[src/rtl/sixteen_way_demux_put_blk_pipe4_pkg.sv]
`default_nettype none
// ============================================================================
// Module : sixteen_way_demux_put_blk_pipe4_pkg
// Brief  : Shared widths and types for the 16-lane put-block demux tree.
// Rev    : 1.0  initial release
// ============================================================================
package sixteen_way_demux_put_blk_pipe4_pkg;

    localparam int SUB_BLK_BIT = 32;
    localparam int SFT_BIT     = 4;
    localparam int LANE_NUM    = 16;
    localparam int NODE_NUM    = 2 * LANE_NUM - 1;

    typedef logic [SUB_BLK_BIT-1:0] sub_blk_t;
    typedef logic [SFT_BIT-1:0]     lane_sel_t;

    // Tree depth of a heap-indexed node (root = 1).
    function automatic int node_level(input int idx);
        int lvl;
        lvl = 0;
        for (int v = idx; v > 1; v = v / 2) begin
            lvl = lvl + 1;
        end
        return lvl;
    endfunction

endpackage
`default_nettype wire

[src/rtl/sixteen_way_demux_put_blk_pipe4_if.sv]
`default_nettype none
// ============================================================================
// Module : sixteen_way_demux_put_blk_pipe4_if
// Brief  : Put-side bus between the ping-pong shifter and the lane stores.
// Rev    : 1.0  initial release
// ============================================================================
interface sixteen_way_demux_put_blk_pipe4_if #(
    parameter int CNT_BIT = 16
);
    import sixteen_way_demux_put_blk_pipe4_pkg::*;

    logic                          puti;
    lane_sel_t                     sel;
    sub_blk_t                      subBlki;
    logic                          needPang;
    logic                          myTurnPingPong;
    lane_sel_t                     needPangStartInc;
    lane_sel_t                     needPangEndInc;
    logic [LANE_NUM*SUB_BLK_BIT-1:0] subBlko;
    logic [LANE_NUM-1:0]           putBlko;
    logic [CNT_BIT-1:0]            dropCnt;

    modport master (
        output puti, sel, subBlki, needPang, myTurnPingPong,
               needPangStartInc, needPangEndInc,
        input  subBlko, putBlko, dropCnt
    );

    modport slave (
        input  puti, sel, subBlki, needPang, myTurnPingPong,
               needPangStartInc, needPangEndInc,
        output subBlko, putBlko, dropCnt
    );

endinterface
`default_nettype wire

[src/rtl/sixteen_way_demux_put_blk_pipe4_one_to_two_demux_reg.sv]
`default_nettype none
// ============================================================================
// Module : one_to_two_demux_reg
// Brief  : Registered 1:2 demux node; loads only the selected side.
// Rev    : 1.0  initial release
// ============================================================================
module one_to_two_demux_reg #(
    parameter int SUB_BLK_BIT = 32
) (
    input  wire logic                   clk,
    input  wire logic                   reset,
    input  wire logic                   sel,
    input  wire logic                   vldi,
    input  wire logic [SUB_BLK_BIT-1:0] subBlki,
    output logic                        vldo0,
    output logic                        vldo1,
    output logic [SUB_BLK_BIT-1:0]      subBlko0,
    output logic [SUB_BLK_BIT-1:0]      subBlko1
);

    logic                   vldo0_d,    vldo0_q;
    logic                   vldo1_d,    vldo1_q;
    logic [SUB_BLK_BIT-1:0] subBlko0_d, subBlko0_q;
    logic [SUB_BLK_BIT-1:0] subBlko1_d, subBlko1_q;

    // Data is gated by the valid so an idle slot never overwrites a lane
    // with stale upstream contents.
    always_comb begin
        vldo0_d    = vldi & ~sel;
        vldo1_d    = vldi &  sel;
        subBlko0_d = subBlko0_q;
        subBlko1_d = subBlko1_q;
        if (vldi && !sel) begin
            subBlko0_d = subBlki;
        end
        if (vldi && sel) begin
            subBlko1_d = subBlki;
        end
    end

    always_ff @(posedge clk) begin
        if (reset) begin
            vldo0_q    <= 1'b0;
            vldo1_q    <= 1'b0;
            subBlko0_q <= '0;
            subBlko1_q <= '0;
        end else begin
            vldo0_q    <= vldo0_d;
            vldo1_q    <= vldo1_d;
            subBlko0_q <= subBlko0_d;
            subBlko1_q <= subBlko1_d;
        end
    end

    assign vldo0    = vldo0_q;
    assign vldo1    = vldo1_q;
    assign subBlko0 = subBlko0_q;
    assign subBlko1 = subBlko1_q;

endmodule
`default_nettype wire

[src/rtl/sixteen_way_demux_put_blk_pipe4.sv]
`default_nettype none
// ============================================================================
// Module : sixteen_way_demux_put_blk_pipe4
// Brief  : Qualified put routed to one of 16 lane registers, 4-cycle tree.
// Rev    : 1.0  initial release
// ============================================================================
module sixteen_way_demux_put_blk_pipe4 #(
    parameter int CNT_BIT = 16
) (
    input  wire logic                       clk,
    input  wire logic                       reset,
    sixteen_way_demux_put_blk_pipe4_if.slave bus
);
    import sixteen_way_demux_put_blk_pipe4_pkg::*;

    logic               in_window_w;
    logic               put_w;
    logic               drop_w;
    logic [CNT_BIT-1:0] dropCnt_d,  dropCnt_q;
    logic [2:0]         sel_p1_d,   sel_p1_q;
    logic [1:0]         sel_p2_d,   sel_p2_q;
    logic               sel_p3_d,   sel_p3_q;
    logic [3:0]         lvl_sel_w;

    // Heap-indexed tree: node i feeds 2i / 2i+1; lanes are nodes 16..31.
    logic     vld_n  [1:NODE_NUM];
    sub_blk_t data_n [1:NODE_NUM];

    // An inverted window (start > end) can never match, so it is empty.
    always_comb begin
        in_window_w = (bus.sel >= bus.needPangStartInc) &&
                      (bus.sel <= bus.needPangEndInc);
        put_w       = bus.puti && bus.myTurnPingPong &&
                      (bus.needPang || !in_window_w);
        drop_w      = bus.puti && !put_w;
        dropCnt_d   = dropCnt_q;
        if (drop_w && (dropCnt_q != {CNT_BIT{1'b1}})) begin
            dropCnt_d = dropCnt_q + 1'b1;
        end
        sel_p1_d    = bus.sel[2:0];
        sel_p2_d    = sel_p1_q[1:0];
        sel_p3_d    = sel_p2_q[0];
    end

    always_ff @(posedge clk) begin
        if (reset) begin
            dropCnt_q <= '0;
            sel_p1_q  <= '0;
            sel_p2_q  <= '0;
            sel_p3_q  <= 1'b0;
        end else begin
            dropCnt_q <= dropCnt_d;
            sel_p1_q  <= sel_p1_d;
            sel_p2_q  <= sel_p2_d;
            sel_p3_q  <= sel_p3_d;
        end
    end

    // Select bit consumed at each tree level, aligned with the data there.
    assign lvl_sel_w = {sel_p3_q, sel_p2_q[1], sel_p1_q[2], bus.sel[3]};

    assign vld_n[1]  = put_w;
    assign data_n[1] = bus.subBlki;

    generate
        for (genvar i = 1; i < LANE_NUM; i++) begin : g_node
            localparam int LVL = node_level(i);
            one_to_two_demux_reg #(
                .SUB_BLK_BIT (SUB_BLK_BIT)
            ) u_node (
                .clk      (clk),
                .reset    (reset),
                .sel      (lvl_sel_w[LVL]),
                .vldi     (vld_n[i]),
                .subBlki  (data_n[i]),
                .vldo0    (vld_n[2*i]),
                .vldo1    (vld_n[2*i+1]),
                .subBlko0 (data_n[2*i]),
                .subBlko1 (data_n[2*i+1])
            );
        end

        for (genvar k = 0; k < LANE_NUM; k++) begin : g_lane
            assign bus.subBlko[k*SUB_BLK_BIT +: SUB_BLK_BIT] = data_n[LANE_NUM+k];
            assign bus.putBlko[k]                            = vld_n[LANE_NUM+k];
        end
    endgenerate

    assign bus.dropCnt = dropCnt_q;

endmodule
`default_nettype wire
[src/flat_wrapper.sv]
// flat-port wrapper written by rule: the top's interface ports become plain ports
module sixteen_way_demux_put_blk_pipe4_flat import sixteen_way_demux_put_blk_pipe4_pkg::*;
#(
    parameter int CNT_BIT = 16
)
  (clk, reset, bus_puti, bus_sel, bus_subBlki, bus_needPang, bus_myTurnPingPong, bus_needPangStartInc, bus_needPangEndInc, bus_subBlko, bus_putBlko, bus_dropCnt);
  sixteen_way_demux_put_blk_pipe4_if #(.CNT_BIT(CNT_BIT)) bus_i ();
  input  wire logic clk;
  input  wire logic reset;
  input wire logic [$bits(bus_i.puti)-1:0] bus_puti;
  input wire logic [$bits(bus_i.sel)-1:0] bus_sel;
  input wire logic [$bits(bus_i.subBlki)-1:0] bus_subBlki;
  input wire logic [$bits(bus_i.needPang)-1:0] bus_needPang;
  input wire logic [$bits(bus_i.myTurnPingPong)-1:0] bus_myTurnPingPong;
  input wire logic [$bits(bus_i.needPangStartInc)-1:0] bus_needPangStartInc;
  input wire logic [$bits(bus_i.needPangEndInc)-1:0] bus_needPangEndInc;
  output wire logic [$bits(bus_i.subBlko)-1:0] bus_subBlko;
  output wire logic [$bits(bus_i.putBlko)-1:0] bus_putBlko;
  output wire logic [$bits(bus_i.dropCnt)-1:0] bus_dropCnt;
  assign bus_i.puti = bus_puti;
  assign bus_i.sel = bus_sel;
  assign bus_i.subBlki = bus_subBlki;
  assign bus_i.needPang = bus_needPang;
  assign bus_i.myTurnPingPong = bus_myTurnPingPong;
  assign bus_i.needPangStartInc = bus_needPangStartInc;
  assign bus_i.needPangEndInc = bus_needPangEndInc;
  assign bus_subBlko = bus_i.subBlko;
  assign bus_putBlko = bus_i.putBlko;
  assign bus_dropCnt = bus_i.dropCnt;
  sixteen_way_demux_put_blk_pipe4 #(.CNT_BIT(CNT_BIT)) u_core (.clk(clk), .reset(reset), .bus(bus_i));
endmodule
[config.mk]
export PLATFORM = sky130hd
export DESIGN_NAME = sixteen_way_demux_put_blk_pipe4_flat
export DESIGN_NICKNAME = d
export VERILOG_FILES = /design/src/rtl/sixteen_way_demux_put_blk_pipe4_pkg.sv /design/src/rtl/sixteen_way_demux_put_blk_pipe4_if.sv /design/src/rtl/sixteen_way_demux_put_blk_pipe4_one_to_two_demux_reg.sv /design/src/rtl/sixteen_way_demux_put_blk_pipe4.sv /design/src/flat_wrapper.sv
export SDC_FILE = /design/constraint.sdc
export NUM_CORES = 2
export LEC_CHECK = 0
export ABC_AREA = 1
export BUFFER_PORTS_ARGS = -buffer_cell sky130_fd_sc_hd__buf_2
export CAP_MARGIN = 0
export CORE_ASPECT_RATIO = 0.5
export CORE_MARGIN = 2
export CORE_UTILIZATION = 57
export DETAILED_ROUTE_END_ITERATION = 8
export HOLD_SLACK_MARGIN = 0.15
export PLACE_DENSITY = 0.9
export SLEW_MARGIN = 10
export SYNTH_ARGS = -nofsm -noshare
export SYNTH_HDL_FRONTEND = slang
export SYNTH_SLANG_ARGS = --single-unit
[constraint.sdc]
create_clock -name clk -period 1.8 [get_ports clk]
set_input_delay 0.18 -clock clk [delete_from_list [all_inputs] [get_ports clk]]
set_output_delay 0.18 -clock clk [all_outputs]
set_load 0.05 [all_outputs]
* Word-level counts from Yosys, hierarchy flattened *
Index checks and enable logic that the tools add are counted.

cells by class
  $add $sub $neg = 1
  $mul = 0
  divide/modulo/power cells = 0
  $lt $le $gt $ge = 2
  equality and inequality tests = 1
  shifts and indexed selects = 0
  mux-type cells = 0
  bitwise gates (word level) = 34
  reduce and logical (&&, ||, !) cells = 42

operators with widths
  kind                                                              number
  1-bit logical AND                                                 35
  1-bit AND                                                         30
  16-bit by 1-bit adder with 16-bit output (second input constant)  1
  16-bit inequality test (second input constant)                    1
  1-bit logical NOT                                                 6
  4-bit >= comparator                                               1
  4-bit less-or-equal comparator                                    1
  1-bit NOT                                                         4
  1-bit logical OR                                                  1

word-level totals
  flip-flop bits (word level) = 1012
  latch bits = 0
  RAM bits = 0
  ROM bits = 0
  bits of input ports = 49
  output and inout bits = 544
  logic and storage cells = 144
  memories kept = 0

* Logic depth before layout (Yosys ltp) *
  word-level depth = 8
  depth in mapped cells = 15

* Hierarchy *
From an unflattened synthesis, not the netlist that was laid out.

second synthesis, totals
  cell total of the unflattened synthesis = 5583
  area total of the unflattened synthesis = 40360.0 µm²

by module, submodules not included
  module                           instances  cells each  area an instance (µm²)  seq. area each (µm²)
  one_to_two_demux_reg             15         356         2585.0                  1321.3
  sixteen_way_demux_put_blk_pipe4  1          243         1585.3                  440.4

* Worst setup path before layout *
Ideal clock, no wire load.

  kind = register to register
  start point = register u_core.dropCnt_q[0], in the netlist u_core.bus.dropCnt[0]
  end point = register u_core.dropCnt_q[13], in the netlist u_core.bus.dropCnt[13]
  arrival = 1840 ps
  required time = 1688 ps
  path slack = -152 ps
  cell stages (with the launch flop) = 12
  path buffers = 1
  clock period less this slack = 1952 ps
  cell sequence = dfxtp_1 ha_1 nand2_1 nor2_2 nand4_2 nor2_2 nor2_2 nand2_4 buf_12 nand2_1 nand2_1 nor2_1

on the way
  longest elaborated chain between the ends = 2
  elaborated cells on any way between the ends = 3

ends and longest elaborated chain
  item                                                                                              line                                   source
  start: declaration                                                                                sixteen_way_demux_put_blk_pipe4.sv:19  logic [CNT_BIT-1:0] dropCnt_d, dropCnt_q;
  start signal: assignment                                                                          sixteen_way_demux_put_blk_pipe4.sv:52  dropCnt_q <= dropCnt_d;
  parallel branches: the longest is 2 deep, another holds 16-bit by 1-bit adder with 16-bit output  n/a

Several ways; the timed one is not identified.
A chain may end at the register's enable or synchronous reset.

* Worst setup path after layout *
  start point = register u_core.sel_p2_q[1]
  end point = register u_core.g_node[6].u_node.subBlko1_q[12]

on the way
  longest elaborated chain between the ends = 1

ends and longest elaborated chain
  item                      line                                                        source
  start: declaration        sixteen_way_demux_put_blk_pipe4.sv:21                       logic [1:0] sel_p2_d, sel_p2_q;
  start signal: assignment  sixteen_way_demux_put_blk_pipe4.sv:54                       sel_p2_q <= sel_p2_d;
  1-bit logical AND         sixteen_way_demux_put_blk_pipe4_one_to_two_demux_reg.sv:36  if (vldi && sel) begin
  end signal: assignment    sixteen_way_demux_put_blk_pipe4_one_to_two_demux_reg.sv:51  subBlko1_q <= subBlko1_d;
  end: declaration          sixteen_way_demux_put_blk_pipe4_one_to_two_demux_reg.sv:24  logic [SUB_BLK_BIT-1:0] subBlko1_d, subBlko1_q;

Every way passes these cells.

==> reports/results.txt <==
Along the worst path, the maximum fanout reaches 21. The shortest period the worst path allows is 1.70 ns, and the count of vias placed by the detailed router is 33100. Cells with a size suffix above 1 make up 16.9% of the layout. The tree is rooted in a sky130_fd_sc_hd__clkbuf_16. The clock drives 1012 sinks. After clock tree synthesis, the clock-pin slew on the worst setup and hold paths is 0.07 ns. The arrival time of data at the critical path endpoint came out at 2.27 ns. For this run, design rule violations remaining after detail routing come to 0. The number of nets handed over by synthesis was 5052.

Setup slack on the critical path of the routed design comes to 0.101 ns. The tools report the max-slew violation count as 0. The final-stage net count is 5046. The run gives 67100 µm² as the placeable core region.

Registers take 20300 µm². For the via count of the first global-routing pass, the log shows 30700. For the number of DRC violations after detailed-routing iteration 0, the log shows 3911. The number of fill cells in the layout is 5236. The number of I/O port buffers is 592. In the post-synthesis netlist, the cell with the most instances is sky130_fd_sc_hd__nor2_1. Summing the sequential cell areas from Yosys gives 52.2% of the chip area. The critical path is of the flip-flop to flip-flop type. After detailed routing, the number of vias per cell comes to 5.55.

Ranked by instance count, the synthesized netlist is headed by 1721 x sky130_fd_sc_hd__nor2_1, 1012 x sky130_fd_sc_hd__dfxtp_1, 896 x sky130_fd_sc_hd__o21ai_0, 529 x sky130_fd_sc_hd__buf_4, 240 x sky130_fd_sc_hd__clkbuf_1. Across the routed clock network, the largest skew measured is 0.0146 ns. The first detailed-routing pass took 9 iterations.

For this run, the total global-route usage over all layers was measured as 30.2%. Counting flops and latches in the post-synthesis netlist gives 1012. Die outline height: 189 µm.

Entering global routing, the biggest net connects 153 pins. Once the floorplan was initialized, standard cells occupied 57.8% of the core. The worst register-to-register path has a depth of 5. The top-level port count is 593, and the placer's final routability congestion estimate is 0.900. Along the worst hold path, the cell count comes to 5.

Derived from the worst setup path, the maximum achievable clock frequency is 0.589 GHz. The total of max-cap violations is 0. Power spread over the standard cell area amounts to 1030 nW/µm².

The first global-routing pass estimated 170000 µm of wire. The leakage power total was 0.0184 µW. In this run the most critical hold path is launched from bus_sel[3]. The synthesized design devotes to its leading area cell type 52.2% of total area. The startpoint identified for the worst register-to-register timing path is u_core.sel_p2_q[1]$_SDFF_PP0_. The average cell area after synthesis was 7.77 µm². The cell area that synthesis handed to floorplanning was 38800 µm².

Of all flip-flops after synthesis, the portion carrying an async set or reset was 0%. Hold timing on the final database bottoms out at a slack of 0.236 ns. For this run, the number of Yosys warnings is 0.

The worst path uses 94.4% of the clock period. Row generation in the floorplan step produced 67 rows. The later pin in the worst-skew pair is clocked with a latency of 0.65 ns. The run gives 4994 as the post-synthesis cell count.

STA puts the critical path data required time at 2.37 ns. For this run the aggregate overflow at the end of global routing stands at 0. The slew of the pin with the lowest slew margin came out at 0.792 ns.

Total count of hold-check failures in the final report: 0. Number of enable flip-flop cells after synthesis: 0. In the final routed layout, each cell accounts on average for 18.7 µm.

The die extent in x was 373 µm; the highest ir drop seen on vdd was 0.000665 V. TritonCTS built the clock tree. The biggest area contributor in the post-synthesis netlist is sky130_fd_sc_hd__dfxtp_1. In the post-synthesis netlist, the biggest area contributors are sky130_fd_sc_hd__dfxtp_1 52%, sky130_fd_sc_hd__nor2_1 17%, sky130_fd_sc_hd__o21ai_0 12%, sky130_fd_sc_hd__buf_4 10%, sky130_fd_sc_hd__clkbuf_1 2.3%. The end-of-flow core utilization was 62.6%. For this run, the leading register cell type out of synthesis is sky130_fd_sc_hd__dfxtp_1. Summing all multi-input logic gate instances after layout gives 12900 µm².

The CTS H-tree depth is 3. STA classifies the critical path endpoint as a flip-flop. Setup violations remaining at the end of the flow were counted as 0. The startpoint of the most critical setup path is u_core.sel_p2_q[1]$_SDFF_PP0_. The number of antenna violations at the first check in global routing is 18.

The worst setup path is launched from a flip-flop. After synthesis, the netlist uses 25 different library cells. The routed design has 112000 µm of wire.

For the buffer depth of the longest clock path, the log shows 3. Timing analysis after detailed placement gives a worst setup slack of -0.0399 ns. The HPWL after detailed placement is 76600 µm. For the normalized max-slew margin, the log shows 47.2%. Class of the tightest hold or removal check: input port to flip-flop.

The area growth from synthesis to layout is 8.32%, and the total CTS buffers is 83. The die covers 70300 µm². The flow ran to the end, and the final reports show no timing, DRC or antenna violations. For the remaining antenna violation count, the log shows 0.
==> through the flow <==
step	setup TNS [ns]	std cells	total power [µW]	cell area (µm²)
floorplan	0	4994	24600	38800
CTS	0	5943	43500	42000
global route	-0.00652	5964	44700	42000
detailed placement	-0.513	5756	25200	38800
global placement	0	5756	25100	38800
finish	0	5966	43400	42000
==> layer usage <==
layer	vias up	wire length [µm]	GRT usage, %
met5	-	0	0
met1	15400	41900	36.8
li1	15300	-	-
met2	1840	51700	49.0
met4	0	7440	18.1
met3	547	10700	7.14
==> power by group <==
part	leakage [µW]	switching, µW	internal, µW
clock	0.00136	8300	10300
combinational	0.00885	1410	610
sequential	0.00817	215	22600
total	0.0184	9930	33500
==> final timing paths <==
path                                                                           to  slack [ns]
worst max-delay path            u_core.g_node[6].u_node.subBlko1[12]$_SDFFE_PP0P_        0.10
worst min-delay path                     u_core.g_node[1].u_node.vldo1$_SDFF_PP0_        0.24
worst max register to register  u_core.g_node[6].u_node.subBlko1[12]$_SDFFE_PP0P_        0.10
worst min register to register                         u_core.sel_p3_q$_SDFF_PP0_        0.41
==> flip-flops by register name, indices dropped and copies added (netlist names) <==
signal	flops
u_core.g_node.u_node.subBlko1	480
u_core.sel_p3_q	1
u_core.sel_p2_q	2
u_core.bus.dropCnt	16
u_core.g_node.u_node.vldo0	15
u_core.g_node.u_node.vldo1	15
u_core.g_node.u_node.subBlko0	480
u_core.sel_p1_q	3
==> cell usage in the layout, fill, tap and decap left out, types with 2 or more instances in the layout <==
| cell | count |
|---|---|
| sky130_fd_sc_hd__xor2_1 | 11 |
| sky130_fd_sc_hd__clkinv_2 | 18 |
| sky130_fd_sc_hd__nor2_4 | 2 |
| sky130_fd_sc_hd__clkinvlp_4 | 8 |
| sky130_fd_sc_hd__buf_12 | 24 |
| sky130_fd_sc_hd__ha_1 | 9 |
| sky130_fd_sc_hd__nand3_1 | 13 |
| sky130_fd_sc_hd__dlygate4sd3_1 | 39 |
| sky130_fd_sc_hd__buf_2 | 592 |
| sky130_fd_sc_hd__clkinv_1 | 4 |
| sky130_fd_sc_hd__clkbuf_16 | 89 |
| sky130_fd_sc_hd__a21oi_1 | 136 |
| sky130_fd_sc_hd__diode_2 | 18 |
| sky130_fd_sc_hd__nor2_1 | 1721 |
| sky130_fd_sc_hd__o21ai_0 | 896 |
| sky130_fd_sc_hd__nand2_2 | 2 |
| sky130_fd_sc_hd__clkbuf_8 | 13 |
| sky130_fd_sc_hd__inv_2 | 2 |
| sky130_fd_sc_hd__dfxtp_1 | 1010 |
| sky130_fd_sc_hd__nor2_2 | 13 |
| sky130_fd_sc_hd__buf_4 | 79 |
| sky130_fd_sc_hd__nand4_1 | 5 |
| sky130_fd_sc_hd__inv_1 | 125 |
| sky130_fd_sc_hd__clkbuf_1 | 14 |
| sky130_fd_sc_hd__nand2_1 | 206 |
| sky130_fd_sc_hd__xnor2_1 | 2 |
| sky130_fd_sc_hd__nand3b_1 | 4 |
| sky130_fd_sc_hd__bufinv_16 | 5 |
| sky130_fd_sc_hd__clkinv_4 | 2 |
| sky130_fd_sc_hd__dfxtp_2 | 2 |
==> cells by family after synthesis <==
kind of cell | after synthesis | synth area share (%)
and+or+nand+nor | 1969 | 19.3
AOI/OAI and AO/OA | 1032 | 13.3
DFF | 1012 | 52.2
buffers and inverters | 959 | 14.6
xor gates and xnor gates | 13 | 0.293
adders and majority gates | 9 | 0.290
==> layout make-up <==
type / count / area share (%)
Antenna cell: 18 / 0.107
Clock buffer: 116 / 5.85
Clock inverter: 32 / 0.738
Inverter: 133 / 1.21
Multi-Input combinational cell: 3024 / 30.7
Sequential cell: 1012 / 48.2
Tap cell: 897 / 2.67
Timing Repair Buffer: 734 / 10.5
==> critical path, stage by stage, from the launching register on <==
cell,delay [ns]
sky130_fd_sc_hd__dfxtp_1,0.52
sky130_fd_sc_hd__nand2_1,0.29
sky130_fd_sc_hd__inv_1,0.40
sky130_fd_sc_hd__buf_12,0.21
sky130_fd_sc_hd__nor2_1,0.05
sky130_fd_sc_hd__nor2_1,0.13
==> timing repair <==
item,4_1_cts,5_1_grt
hold endpoints to repair,91,0
buffers inserted,0,4
endpoints found under the setup margin,0,18
hold buffers,39,0
resized for setup,0,2
(Power assumes the default switching activity.)
